[config.mk]
export PLATFORM = sky130hd
export DESIGN_NAME = instr_fetch_stage
export DESIGN_NICKNAME = d
export VERILOG_FILES = /design/src/rtl/instr_fetch_stage.sv
export SDC_FILE = /design/constraint.sdc
export NUM_CORES = 1
export LEC_CHECK = 0
export CAP_MARGIN = 25
export CORE_UTILIZATION = 36
export DETAILED_ROUTE_END_ITERATION = 10
export PLACE_DENSITY = 0.79
export SLEW_MARGIN = 25
export SYNTH_ARGS = -nofsm -noshare
export SYNTH_HDL_FRONTEND = slang
export SYNTH_SLANG_ARGS = --single-unit
export TNS_END_PERCENT = 100
[constraint.sdc]
create_clock -name clk -period 2.4 [get_ports clk]
set_input_delay 0.48 -clock clk [delete_from_list [all_inputs] [get_ports clk]]
set_output_delay 0.48 -clock clk [all_outputs]
set_load 0.02 [all_outputs]
[src/rtl/instr_fetch_stage.sv]
// ---------------------------------------------------------------------------
// instr_fetch_stage
//   Fetch stage of the SimpleRISC pipeline. Owns the PC, drives the
//   synchronous-read instruction memory and presents {inst, pc, valid} to the
//   IF/OF pipe register. Handles hazard stall, branch redirect with squash of
//   the wrong-path word, and a sticky halt released by a later redirect.
//
// Ports
//   clk            in   system clock
//   rst            in   asynchronous, active-low reset
//   stall          in   hold PC and outputs
//   isBranchTaken  in   redirect request from the branch unit
//   branchPC       in   redirect target (byte address, word aligned)
//   IMclka         out  instruction memory clock (same as clk)
//   IMaddra        out  instruction memory word address
//   IMdouta        in   instruction memory read data (1-cycle latency)
//   inst           out  fetched instruction, NOP_INST when valid=0
//   pc             out  byte PC of inst
//   valid          out  inst is a real, non-squashed instruction
//   stop           out  fetch halted
//   fsm_state      out  current FSM state (0=PRIME, 1=RUN, 2=HALT)
//
// Flow control: there is no valid/ready handshake. valid qualifies
// {inst, pc} every cycle; while stall is high (and no redirect) the stage
// holds pc and the memory address, so inst/pc/valid stay stable and the
// consumer is expected to hold as well.
// ---------------------------------------------------------------------------
module instr_fetch_stage #(
    parameter int          ADDR_W    = 7,
    parameter logic [31:0] RESET_PC  = 32'h0000_0000,
    parameter logic [31:0] NOP_INST  = 32'h6800_0000,
    parameter logic [31:0] HALT_INST = 32'hFFFF_FFFF
) (
    input  logic              clk,
    input  logic              rst,
    input  logic              stall,
    input  logic              isBranchTaken,
    input  logic [31:0]       branchPC,
    output logic              IMclka,
    output logic [ADDR_W-1:0] IMaddra,
    input  logic [31:0]       IMdouta,
    output logic [31:0]       inst,
    output logic [31:0]       pc,
    output logic              valid,
    output logic              stop,
    output logic [1:0]        fsm_state
);

    typedef enum logic [1:0] {
        S_PRIME = 2'd0,
        S_RUN   = 2'd1,
        S_HALT  = 2'd2
    } state_t;

    state_t      state_q;
    state_t      state_d;
    logic [31:0] pc_q;
    logic [31:0] pc_d;
    logic [31:0] next_pc;
    logic        halt_hit;

    assign IMclka    = clk;
    assign fsm_state = state_q;

    // The halt word is only acted on when it would otherwise be issued:
    // a redirect squashes it, a stall defers it.
    assign halt_hit = (state_q == S_RUN) && !isBranchTaken && !stall &&
                      (IMdouta == HALT_INST);

    // Address generation. Deliberately independent of IMdouta so there is
    // no combinational path from memory data back to the memory address.
    always_comb begin
        next_pc = pc_q + 32'd4;
        if (isBranchTaken) begin
            next_pc = branchPC;
        end else if ((state_q != S_RUN) || stall) begin
            next_pc = pc_q;
        end
    end

    assign IMaddra = next_pc[ADDR_W+1:2];

    // On a halt the memory has already been pointed at pc_q+4, but pc_q
    // keeps the halt's PC; the prefetched word is never used because HALT
    // can only be left through PRIME, which re-reads the memory.
    assign pc_d = halt_hit ? pc_q : next_pc;

    // State register
    always_ff @(posedge clk or negedge rst) begin
        if (!rst) begin
            state_q <= S_PRIME;
            pc_q    <= RESET_PC;
        end else begin
            state_q <= state_d;
            pc_q    <= pc_d;
        end
    end

    // Next-state logic
    always_comb begin
        state_d = state_q;
        case (state_q)
            S_PRIME: state_d = S_RUN;
            S_RUN:   state_d = halt_hit ? S_HALT : S_RUN;
            S_HALT:  state_d = isBranchTaken ? S_PRIME : S_HALT;
            default: state_d = S_PRIME;
        endcase
    end

    // Output logic
    always_comb begin
        valid = 1'b0;
        stop  = 1'b0;
        inst  = NOP_INST;
        pc    = pc_q;
        case (state_q)
            S_RUN: begin
                if (!isBranchTaken && !halt_hit) begin
                    valid = 1'b1;
                    inst  = IMdouta;
                end
            end
            S_HALT:  stop = 1'b1;
            default: ;
        endcase
    end

endmodule

==> impl_metrics.yaml <==
detailed_routing:
  drt-initial-drc-count: 294
  wl_mm: 11.4
  vias: 3639
  viasPerCell: 5.75
  ant_nets: 0
  drt-pass1-iter-count: 5
  wl_per_cell_um: 18.1
  drc: 0
synthesis:
  ys_warn_count: 0
  syn_avg_cell_area_sq_um: 8.18
  ys.flop_type: "dfrtp_1"
  synthArstFlopShare_pct: 100
  synth_top_area_share_pct: 31.3
  synth_top_cell_by_area: "dfrtp_1"
  syn_inst: 332
  synth_area_sq_mm: 0.00272
  synth_cell_types: 52
  ys_ff_latch: 34
  synth_edf_count: 0
  synth_seq_area_share_pct: 31.3
  synthTopCellsByArea: "dfrtp_1 (31%), and2_1 (7.4%), nand4_1 (6.0%), a22oi_1 (4.1%), nand2_1 (3.7%)"
  postSynthNetCount: 401
grt:
  overflow: 0
  grt_max_degree: 57
  grt_pass1_wl_mm: 17.1
  grt_pass1_vias: 3422
  grt_usage_pct: 28.7
  antenna_found_initial: 3
timing:
  rsz0062_at_grt: "yes"
  period_share_pct: 111
  worstMarginPinSlew_ns: 0.542
  max_freq_mhz: 375
  hold_violations: 0
  max_slew_margin_pct: 63.8
  setup_viol_count_final: 38
  fin_crit_ns: 2.67
  skew_ns: 0.00817
  timing_max_transition_violations_final: 0
  worst_slack_ns: -0.269
pwr:
  seq_power_share_pct: 32.9
  clkPwrFrac_pct: 29.5
  comb_power_share_pct: 37.6
  ir_worst_vdd_v: 0.000396
  pwr_density_cell_mw_per_mm2: 421
  total_power_mw: 2.13
  power.leakage_nw: 2.18
  swShare_pct: 34.4
  p_sw_uw: 731
  p_int_mw: 1.39
setup_path:
  critPathTopFamily: "simple AND/OR/NAND/NOR gates"
  startpoint_type: "primary input"
  worstSetupPathType: "in -> out"
  cp.buffers_inverters: 3
  crit_slowest_cell: "clkdlybuf4s50_1"
  critPathArrivalTime_ns: 2.19
  cp_slowest_stage_delay_ns: 0.46
  crit_path_max_fanout: 5
  required_ns: 1.92
  endpoint_kind: "primary output"
  path_cells: "clkdlybuf4s50_1, nand3_2, nor3_4, and4_4, nor4b_4, buf_4, and2_4, buf_6"
die:
  coreArea_sq_mm: 0.00725
  die_w_um: 88.8
  start_util_pct: 37.4
  die_h_um: 88.8
  num_rows: 31
  dieArea_sq_mm: 0.00789
  ios: 144
min_path:
  hold_class: "in -> async"
clocking:
  path_clk_slew_ns: 0.08
  cts_hold_buffers: 0
  cts_tree: "yes"
  worstSkewPairLatency_ns: 0.40
status:
  violations: "setup timing"
  status: "finished with violations"
place:
  place.gp.congestion: 0.943
  io_buffers: 143
  dp_hpwl_mm: 7.78
  dp_slack_ns: -1.28
layout:
  area_growth_syn_to_layout_pct: 86.1
  nets: 599
  finish.utilization_pct: 69.7
  drive_gt1_share_pct: 35.6
flow_run:
  maxCapViolations: 0
routing by layer:
layer | part of all wire (%) | up-vias | track usage [%]
li1 | - | 1662 | -
met1 | 40 | 1733 | 35.9
met2 | 48 | 191 | 47.1
met3 | 7.0 | 53 | 5.13
met4 | 4.8 | 0 | 15.1
met5 | 0 | - | 0
registers in the layout, summed over array words and instances, names as in the netlist:
signal,count
fsm_state,2
pc,32
worst register-to-register path, stage by stage, from the launching register on:
cell and delay (ns):
dfrtp_2 0.40, or3b_4 0.41, buf_4 0.22, or4_4 0.62, o21ai_1 0.17, a21boi_0 0.26, o21ai_0 0.15
worst paths after layout:
check                                        from                     end  slack (ns)  cells after the start
max                                   IMdouta[18]                inst[31]       -0.27                      8
min                                           rst      pc[16]$_DFFE_PN0P_        0.49                      2
max reg2reg                fsm_state[1]$_DFF_PN0_      pc[11]$_DFFE_PN0P_           0                      6
min reg2reg                     pc[1]$_DFFE_PN0P_       pc[1]$_DFFE_PN0P_        0.51                      1
max in group asynchronous                     rst  fsm_state[0]$_DFF_PN0_        1.56                      2
min in group clk                pc[1]$_DFFE_PN0P_       pc[1]$_DFFE_PN0P_        0.51                      1
Yosys cell counts, types with 3 or more instances:
master	instances
nor2b_1	5
or4_1	4
nand2_1	27
and4_1	6
nor4_2	4
a21oi_1	12
dfrtp_1	34
a22oi_1	15
buf_2	3
clkbuf_1	14
o21ai_0	17
nor3_1	15
mux2_2	7
nand4b_1	3
o22ai_1	10
and3_1	4
nor4b_1	5
nand3_1	15
buf_4	9
a21boi_0	3
and2_1	32
xnor2_1	5
nand4_1	26
nor4_1	4
nor2_1	14
inv_1	3
nand2b_1	3
what timing repair did:
action                     CTS  global route
hold endpoints to repair     0             0
setup buffers               11             2
resized for setup          305            28
gates cloned                 3             0
pin swaps                   35            12
setup endpoints to repair   44            53
metrics by stage:
stage	std cells	TNS (ns)	hold WS (ns)	instance area (sq um)
floorplan	332	-0.0517	0.184	2740
global placement	603	-52.17	0.487	4590
detailed placement	603	-54.85	0.505	4590
CTS	628	-6.71	0.508	4940
global route	633	-9.46	0.542	5050
finish	633	-7.41	0.493	5050
cell families (layout without fill, tap and decap cells):
family          count (synthesis)  after routing  synth area share, %
buf+inv                        33            231                 6.22
fa+ha+maj                       1              1                0.461
flops                          34             34                 31.3
xor+xnor                        6              6                 1.94
mux                             8              8                 3.27
compound gates                 75             75                 17.9
other cells                     0              3                    0
simple gates                  175            176                 38.9
cell usage in the layout, fill, tap and decap left out, types with 9 or more instances in the layout:
cell             instances
buf_4                   73
dlymetal6s2s_1           9
nand4_1                 26
buf_6                   36
o21ai_1                 10
o22ai_1                 10
nand2_1                 26
a22oi_1                 15
o21ai_0                  9
and2_4                  29
clkbuf_8                 9
nor3_1                  10
nor2_1                  12
a21oi_1                 12
dfrtp_1                 32
dlygate4sd2_1           24
nand3_1                 14
clkdlybuf4s50_1         69
layout make-up:
| type | count | area (sq um) |
|---|---|---|
| clock inverter | 1 | 5.00 |
| antenna | 3 | 7.51 |
| multi-input combinational | 266 | 1900 |
| sequential | 34 | 853 |
| fill | 562 | 2200 |
| inverter | 4 | 15.0 |
| clock buffer | 11 | 136 |
| timing repair buffer | 215 | 2010 |
| tap | 99 | 124 |
power by group through the flow:
stage	clock, mW	sequential (mW)	combinational (mW)
2_1_floorplan	0.0487	0.760	0.272
3_3_place_gp	0.0560	0.704	0.729
3_5_place_dp	0.0560	0.708	0.741
4_1_cts	0.637	0.697	0.777
5_1_grt	0.654	0.709	0.847
6_report	0.627	0.699	0.799
No activity file was read; power rests on OpenSTA's default activity.
